$ cat src/rtl/keypad_digit_entry_pkg.sv
// Shared definitions for the keypad digit entry path: debounce FSM state
// encodings and BCD digit constants.
package keypad_digit_entry_pkg;

  localparam int BCD_W = 4;
  localparam logic [BCD_W-1:0] BCD_MAX = 4'd9;

  typedef enum logic [1:0] {
    ST_IDLE         = 2'd0,
    ST_PRESS_WAIT   = 2'd1,
    ST_HELD         = 2'd2,
    ST_RELEASE_WAIT = 2'd3
  } key_state_e;

  // True when the value is a legal decimal digit.
  function automatic logic is_bcd(input logic [BCD_W-1:0] v);
    return (v <= BCD_MAX);
  endfunction

endpackage

$ cat src/rtl/keypad_digit_entry_key_sync_debounce.sv
// Two-flop synchroniser plus press/release debounce FSM. Emits a registered
// one-cycle accept together with the debounced key code, once per press.
module key_sync_debounce
  import keypad_digit_entry_pkg::*;
#(
  parameter int DEBOUNCE_CYCLES = 16,
  parameter int CNT_W           = 5
) (
  input  logic             clk,
  input  logic             resetn,
  input  logic [BCD_W-1:0] d,
  input  logic             all_off,
  input  logic             loadn,
  output logic             accept,
  output logic [BCD_W-1:0] key,
  output logic [1:0]       state_dbg
);

  localparam logic [CNT_W-1:0] CNT_DONE = CNT_W'(DEBOUNCE_CYCLES);
  localparam logic [CNT_W-1:0] CNT_ONE  = CNT_W'(1);

  logic [BCD_W-1:0] d_s1, s_d;
  logic             off_s1, s_off;

  key_state_e       state_q, state_d;
  logic [CNT_W-1:0] cnt_q, cnt_d, cnt_inc;
  logic [BCD_W-1:0] key_q, key_d;
  logic             accept_q, accept_d;

  // Bring the asynchronous encoder outputs into the clk domain; idle is "no key".
  always_ff @(posedge clk or negedge resetn) begin
    if (!resetn) begin
      d_s1   <= '0;
      s_d    <= '0;
      off_s1 <= 1'b1;
      s_off  <= 1'b1;
    end else begin
      d_s1   <= d;
      s_d    <= d_s1;
      off_s1 <= all_off;
      s_off  <= off_s1;
    end
  end

  // FSM, debounce counter, captured key and registered accept pulse.
  always_ff @(posedge clk or negedge resetn) begin
    if (!resetn) begin
      state_q  <= ST_IDLE;
      cnt_q    <= '0;
      key_q    <= '0;
      accept_q <= 1'b0;
    end else begin
      state_q  <= state_d;
      cnt_q    <= cnt_d;
      key_q    <= key_d;
      accept_q <= accept_d;
    end
  end

  assign cnt_inc = cnt_q + CNT_ONE;

  // Next-state logic. Disabling entry parks the FSM in RELEASE_WAIT with an
  // empty count so a key already held must be fully released before it counts.
  always_comb begin
    state_d  = state_q;
    cnt_d    = cnt_q;
    key_d    = key_q;
    accept_d = 1'b0;
    if (loadn) begin
      state_d = ST_RELEASE_WAIT;
      cnt_d   = '0;
    end else begin
      case (state_q)
        ST_IDLE: begin
          if (!s_off) begin
            state_d = ST_PRESS_WAIT;
            key_d   = s_d;
            cnt_d   = CNT_ONE;
          end
        end
        ST_PRESS_WAIT: begin
          if (s_off) begin
            state_d = ST_IDLE;
          end else if (s_d != key_q) begin
            key_d = s_d;
            cnt_d = CNT_ONE;
          end else begin
            cnt_d = cnt_inc;
            if (cnt_inc == CNT_DONE) begin
              state_d  = ST_HELD;
              accept_d = 1'b1;
            end
          end
        end
        ST_HELD: begin
          // Key code changes while held are ignored: no roll-over entry.
          if (s_off) begin
            state_d = ST_RELEASE_WAIT;
            cnt_d   = CNT_ONE;
          end
        end
        ST_RELEASE_WAIT: begin
          if (!s_off) begin
            state_d = ST_HELD;
          end else begin
            cnt_d = cnt_inc;
            if (cnt_inc == CNT_DONE) begin
              state_d = ST_IDLE;
            end
          end
        end
        default: state_d = ST_IDLE;
      endcase
    end
  end

  assign accept    = accept_q;
  assign key       = key_q;
  assign state_dbg = state_q;

endmodule

$ cat src/rtl/keypad_digit_entry.sv
// Keypad digit entry: debounced key presses shift right-to-left into a
// four-digit BCD MM:SS cook-time register.
//
// Handshake: digit_valid is a one-cycle pulse with no ready; it is high in the
// first cycle the digit outputs show the newly shifted digit, and the consumer
// must take it in that cycle. key_state is a debug view of the debounce FSM.
module keypad_digit_entry
  import keypad_digit_entry_pkg::*;
#(
  parameter int DEBOUNCE_CYCLES = 16,
  parameter int CNT_W           = 5,
  parameter int MAX_DIGITS      = 4
) (
  input  logic       clk,
  input  logic       resetn,
  input  logic [3:0] D,
  input  logic       all_off,
  input  logic       loadn,
  input  logic       clearn,
  output logic [3:0] sec_ones,
  output logic [3:0] sec_tens,
  output logic [3:0] min_ones,
  output logic [3:0] min_tens,
  output logic       digit_valid,
  output logic       entry_full,
  output logic [1:0] key_state
);

  localparam int DIG_CNT_W = $clog2(MAX_DIGITS + 1);
  localparam logic [DIG_CNT_W-1:0] DIG_MAX = DIG_CNT_W'(MAX_DIGITS);

  logic             accept;
  logic [BCD_W-1:0] key;
  logic [DIG_CNT_W-1:0] count_q;
  logic             take;

  key_sync_debounce #(
    .DEBOUNCE_CYCLES (DEBOUNCE_CYCLES),
    .CNT_W           (CNT_W)
  ) u_debounce (
    .clk       (clk),
    .resetn    (resetn),
    .d         (D),
    .all_off   (all_off),
    .loadn     (loadn),
    .accept    (accept),
    .key       (key),
    .state_dbg (key_state)
  );

  assign entry_full = (count_q == DIG_MAX);
  // Full entries and out-of-range codes are dropped without a pulse.
  assign take = accept && !entry_full && is_bcd(key);

  // Digit shift register and count; clear takes priority over a new digit.
  always_ff @(posedge clk or negedge resetn) begin
    if (!resetn) begin
      sec_ones    <= '0;
      sec_tens    <= '0;
      min_ones    <= '0;
      min_tens    <= '0;
      count_q     <= '0;
      digit_valid <= 1'b0;
    end else if (!clearn) begin
      sec_ones    <= '0;
      sec_tens    <= '0;
      min_ones    <= '0;
      min_tens    <= '0;
      count_q     <= '0;
      digit_valid <= 1'b0;
    end else if (take) begin
      min_tens    <= min_ones;
      min_ones    <= sec_tens;
      sec_tens    <= sec_ones;
      sec_ones    <= key;
      count_q     <= count_q + DIG_CNT_W'(1);
      digit_valid <= 1'b1;
    end else begin
      digit_valid <= 1'b0;
    end
  end

endmodule

$ cat config.mk
export PLATFORM = sky130hd
export DESIGN_NAME = keypad_digit_entry
export DESIGN_NICKNAME = d
export VERILOG_FILES = /design/src/rtl/keypad_digit_entry_pkg.sv /design/src/rtl/keypad_digit_entry_key_sync_debounce.sv /design/src/rtl/keypad_digit_entry.sv
export SDC_FILE = /design/constraint.sdc
export NUM_CORES = 1
export LEC_CHECK = 0
export CAP_MARGIN = 40
export CORE_MARGIN = 2
export CORE_UTILIZATION = 42
export CTS_CLUSTER_SIZE = 20
export DETAILED_ROUTE_END_ITERATION = 8
export PLACE_DENSITY = 0.65
export RECOVER_POWER = 25
export SYNTH_ARGS = -nofsm -noshare
export SYNTH_HDL_FRONTEND = slang
export SYNTH_SLANG_ARGS = --single-unit
$ cat constraint.sdc
create_clock -name clk -period 2.3 [get_ports clk]
set_clock_uncertainty 0.05 [all_clocks]
set_input_delay 0.46 -clock clk [delete_from_list [all_inputs] [get_ports clk]]
set_output_delay 0.46 -clock clk [all_outputs]
set_load 0.01 [all_outputs]
---- Word-level counts from Yosys, hierarchy flattened ----
Index checks and enable logic that the tools add are counted.
word-level totals
  output and inout port bits .............. 20
  flip-flop bits (word level) ............. 42
operators by class
  add/sub/neg operators ................... 2
  reductions and logical operators ........ 8
  multiplexer cells ....................... 37
  order comparisons ....................... 1
  equal/unequal tests ..................... 17
  bitwise logic cells ..................... 1
operators with widths
  operator                                                                 number
  4-bit 2-to-1 mux                                                         11
  5-bit 2-to-1 mux                                                         6
  5-bit case mux with 4 select lines                                       1
  2-bit 2-to-1 mux                                                         8
  5-bit AND reduction                                                      2
  2-bit case mux with 4 select lines                                       1
  4-bit case mux with 2 select lines                                       1
  1-bit 2-to-1 mux                                                         7
  3-bit 2-to-1 mux                                                         2
  3-bit by 2-bit inequality test with 1-bit output, second input constant  2
  3-bit inequality test, second input constant                             2
  5-bit by 1-bit adder with 5-bit output, second input constant            1
  5-bit == test, second input constant                                     1
  2-bit == test, second input constant                                     2
  4-bit <= comparator, second input constant                               1
  2-bit by 1-bit inequality test with 1-bit output, second input constant  2
  2-bit inequality test, second input constant                             2
  4-bit by 2-bit inequality test with 1-bit output, second input constant  1
  4-bit by 3-bit inequality test with 1-bit output, second input constant  1
  4-bit inequality test                                                    1
  4-bit inequality test, second input constant                             1
  4-bit AND reduction                                                      1
  3-bit by 1-bit adder with 3-bit output, second input constant            1
  3-bit == test, second input constant                                     1
  other kinds (6)                                                          7

---- Depth between registers and ports, before layout ----
  depth after elaboration ................. 7
  depth in mapped cells ................... 8
  mapped depth without buffers ............ 6

---- By module ----
From an unflattened synthesis, not the netlist that was laid out.
second synthesis, totals
  cell total of the unflattened synthesis .. 155
  area total of the unflattened synthesis .. 1850.5 sq um
modules (own cells, without submodules)
  module              area each (sq um)  cells each  times used
  key_sync_debounce   942.2              75          1
  keypad_digit_entry  908.4              80          1

---- Worst setup path before layout ----
Ideal clock, no wire load.
  path kind ............................... flip-flop to flip-flop
  start point ............................. register u_debounce.state_q[1] (netlist: u_debounce.state_dbg[1])
  end point ............................... register u_debounce.key_q[0] (netlist: u_debounce.key[0])
  setup slack ............................. 781 ps
  clock period less this slack ............ 1519 ps
  library setup time ...................... 125 ps
  cell stages (with the launch flop) ...... 4
  arrival time ............................ 1345 ps
  path buffers ............................ 1
  path through ............................ dfrtp_1 -> clkbuf_1 -> nor3_1 -> mux2_2
on the way
  longest elaborated chain between the ends .. 3
  elaborated cells on any way between the ends .. 8
RTL lines
  what                                                                                line                                        text
  start, declared                                                                     keypad_digit_entry_key_sync_debounce.sv:25  key_state_e state_q, state_d;
  start signal, assigned                                                              keypad_digit_entry_key_sync_debounce.sv:53  state_q <= state_d;
  2-bit by 1-bit == test with 1-bit output / 2-bit zero test (equally long branches)  keypad_digit_entry_key_sync_debounce.sv:73  case (state_q)
  2-bit inequality test (no source line), or another cell as far along                --
  5-bit AND reduction (no source line)                                                --
  end signal, assigned                                                                keypad_digit_entry_key_sync_debounce.sv:55  key_q <= key_d;
  end, declared                                                                       keypad_digit_entry_key_sync_debounce.sv:27  logic [BCD_W-1:0] key_q, key_d;
Several ways; a longest one is shown, not always the timed one.
A chain may end at the register's enable or synchronous reset.

---- Worst setup path after layout ----
  start point ............................. register count_q[0]
  end point ............................... output port entry_full
on the way
  longest elaborated chain between the ends .. 1
RTL lines
  what                    line                      text
  start, declared         keypad_digit_entry.sv:34  logic [DIG_CNT_W-1:0] count_q;
  start signal, assigned  keypad_digit_entry.sv:76  count_q <= count_q + DIG_CNT_W'(1);
  3-bit == test           keypad_digit_entry.sv:51  assign entry_full = (count_q == DIG_MAX);
  end, declared           keypad_digit_entry.sv:25  output logic entry_full,
No other way between the ends.

==> reports/qor.csv <==
metric,value,unit
outcome,"finished, final reports clean",
worst hold-check path type,reg -> reg,
clock buffer depth,2,
post_cts resized,0,
Final Max Slew Viols,0,
"CTS clk-pin slew, worst paths",70,ps
sw power,0.281,mW
"Hold Vio Cnt, Final",0,
metal2 WL,1.41,mm
cts hold-fix bufs,0,
drt first pass iters,4,
cts bufs inserted,5,
core area,4090,sq um
Syn Std Cell Area,1820,sq um
Starting Density,44.5,%
pin count of the biggest net entering global routing,43,
H-tree depth,2,
"Design Area, Final",2230,sq um
Seq pwr share,58.7,%
area delta synth->final,23.0,%
Synth area leaders,"dfrtp_1 (55%), nand2_1 (8.1%), a21boi_0 (6.6%), mux2_2 (3.1%), dfstp_2 (2.9%)",
"Remaining Overflow, GRT",0,
slew margin rel.,34.4,%
placer's final routability congestion estimate,0.767,
Die Area,4870,sq um
via count,1206,
initial antenna violation count,0,
VDD IR max,0.381,mV
Highest Signal Layer,met4,
fmax,480,MHz
power density over the cells,582,nW/um^2
CTS tree,yes,
register bit total from synthesis,42,
first-pass GRT wire length,5.40,mm
"Period Utilization, post-route",90.5,%
CP max FO,4,
Post-CTS Setup Bufs,0,
final core occ,54.7,%
switching portion of total power,21.6,%
Synth Net Count,176,
# DRC,0,
setup tns final,0,ps
post-synthesis sequential area ratio,58.0,%
RSZ-0062 raised after global routing,false,
Leak,0.946,nW
Critical Path Source Type,register,
"commonest cells after routing, fill and taps aside","dfrtp_1 (40), nand2_1 (39), clkdlybuf4s50_1 (25)",
I/O Buffers,28,
Routed WL,3.10,mm
antenna cells,0,
die width,69.8,um
met3 WL,90,um
Mean Syn Cell Area,11.1,sq um
crit path capture type,primary output,
DR iter-0 viols,56,
Synth cell types,34,
I/O pins,29,
Tmin final,2080,ps
row count,23,
Die Span Y,69.8,um
WL met1,1.58,mm
hpwl dp,2.16,mm
clock network power share,36.8,%
"commonest non-fill, non-tap cell in the layout",dfrtp_1,
Gate power share,4.5,%
YS warnings,0,
Synth top area share,55.1,%
CTS Sinks,42,
Worst Tran Pin Value,984,ps
routed vias/inst,4.90,
Final nets,207,
critical path arrival,1570,ps
cell taking the most area after synthesis,dfrtp_1,
vias in the first global route,1198,
remaining antenna violation count,0,
dpl cell area,2140,sq um
Cells after Synth,164,
required time of the critical path,1790,ps
WS Path Type,reg -> out,
Root Driver,clkbuf_8,
clk_lat worst skew,290,ps
setup violators final,0,
max-cap viol count,0,
Int Pwr,1.02,mW
Routed wire per std cell,12.6,um
share of layout cells above drive strength 1,12.2,%
Total Routing Usage GR,13.8,%
-- stage by stage --
stage | setup slack, ps | instances | hold slack [ps] | power (mW)
after floorplan | 781 | 164 | 114 | 0.801
after global placement | 439 | 238 | 283 | 0.838
after detailed placement | 422 | 238 | 286 | 0.840
after CTS | 202 | 246 | 193 | 1.32
after global routing | 142 | 246 | 311 | 1.36
final | 218 | 246 | 301 | 1.30
-- registers in the layout, indices dropped and copies added (netlist names) --
name                  count
u_debounce.cnt_q          5
min_ones                  4
min_tens                  4
sec_ones                  4
sec_tens                  4
u_debounce.d_s1           4
u_debounce.key            4
u_debounce.s_d            4
count_q                   3
u_debounce.state_dbg      2
digit_valid               1
u_debounce.accept         1
u_debounce.off_s1         1
u_debounce.s_off          1
-- worst paths after layout --
| kind | depth (start not counted) | slack, ps | from | endpoint |
|---|---|---|---|---|
| setup / recovery | 5 | 220 | count_q[0] | entry_full |
| hold reg to reg | 0 | 300 | u_debounce.d_s1[2] | u_debounce.s_d[2] |
| min in group asynchronous | 2 | 360 | resetn | u_debounce.state_dbg[0] |
| hold / removal | 0 | 300 | u_debounce.d_s1[2] | u_debounce.s_d[2] |
| max in group asynchronous | 2 | 1230 | resetn | u_debounce.key[3] |
| setup reg to reg | 6 | 630 | count_q[0] | min_ones[2] |
-- final cells by class --
class	count	area [sq um]
flip-flops and latches	42	1050
repair buffers	31	295
fillers	360	1850
inverters	4	15.0
clock buffers	6	82.6
multi-input cells	111	713
well taps	50	62.6
clock inverters	2	12.5
-- worst max-delay path: stages, from the launching register on --
cell             delay, ps
dfrtp_1                380
inv_1                   90
ha_1                   150
nand2_1                 90
inv_1                   60
clkdlybuf4s50_1        520
-- routing by layer --
metal  vias to the layer above  global-route usage (%)
li1                        614                       -
met1                       572                    19.0
met2                        18                    20.7
met3                         2                    3.49
met4                         0                    5.77
met5                         -                       0
-- power groups by stage --
stage	Sequential (mW)	Combinational, mW	Clock [mW]
6_report	0.763	0.0591	0.479
5_1_grt	0.765	0.0679	0.524
4_1_cts	0.763	0.0625	0.498
3_5_place_dp	0.777	0.0625	0
3_3_place_gp	0.777	0.0610	0
2_1_floorplan	0.773	0.0279	0
-- synth_stat cells --
cell and number:
nor2b_1 1, o211ai_1 1, xor2_1 4, and2_1 5
ha_1 3, xnor2_1 5, and4b_2 1, nor3_1 1
o21ai_1 2, nand4_1 1, nor2_1 4, nand3_2 1
a221o_2 1, mux2_2 5, dfrtp_1 40, a21o_2 1
nand2b_1 1, nand4b_1 1, o21ai_0 3, nand3_1 4
a21boi_1 1, clkbuf_1 4, a32o_1 3, a21oi_1 2
buf_4 2, and4b_1 1, dfstp_2 2, a21boi_0 16
inv_1 4, buf_2 1, nor4_4 1, and3_1 2
nand2_1 39, a221o_1 1
-- cell families after synthesis --
| family | share of synthesized area, % |
|---|---|
| buffers and inverters | 2.75 |
| adder cells (fa/ha/maj) | 2.07 |
| XOR/XNOR | 4.34 |
| flip-flops | 58.0 |
| AND/OR/NAND/NOR | 17.1 |
| AO/OA/AOI/OAI | 12.7 |
| multiplexers | 3.10 |
Power figures use the tool's default switching activity.
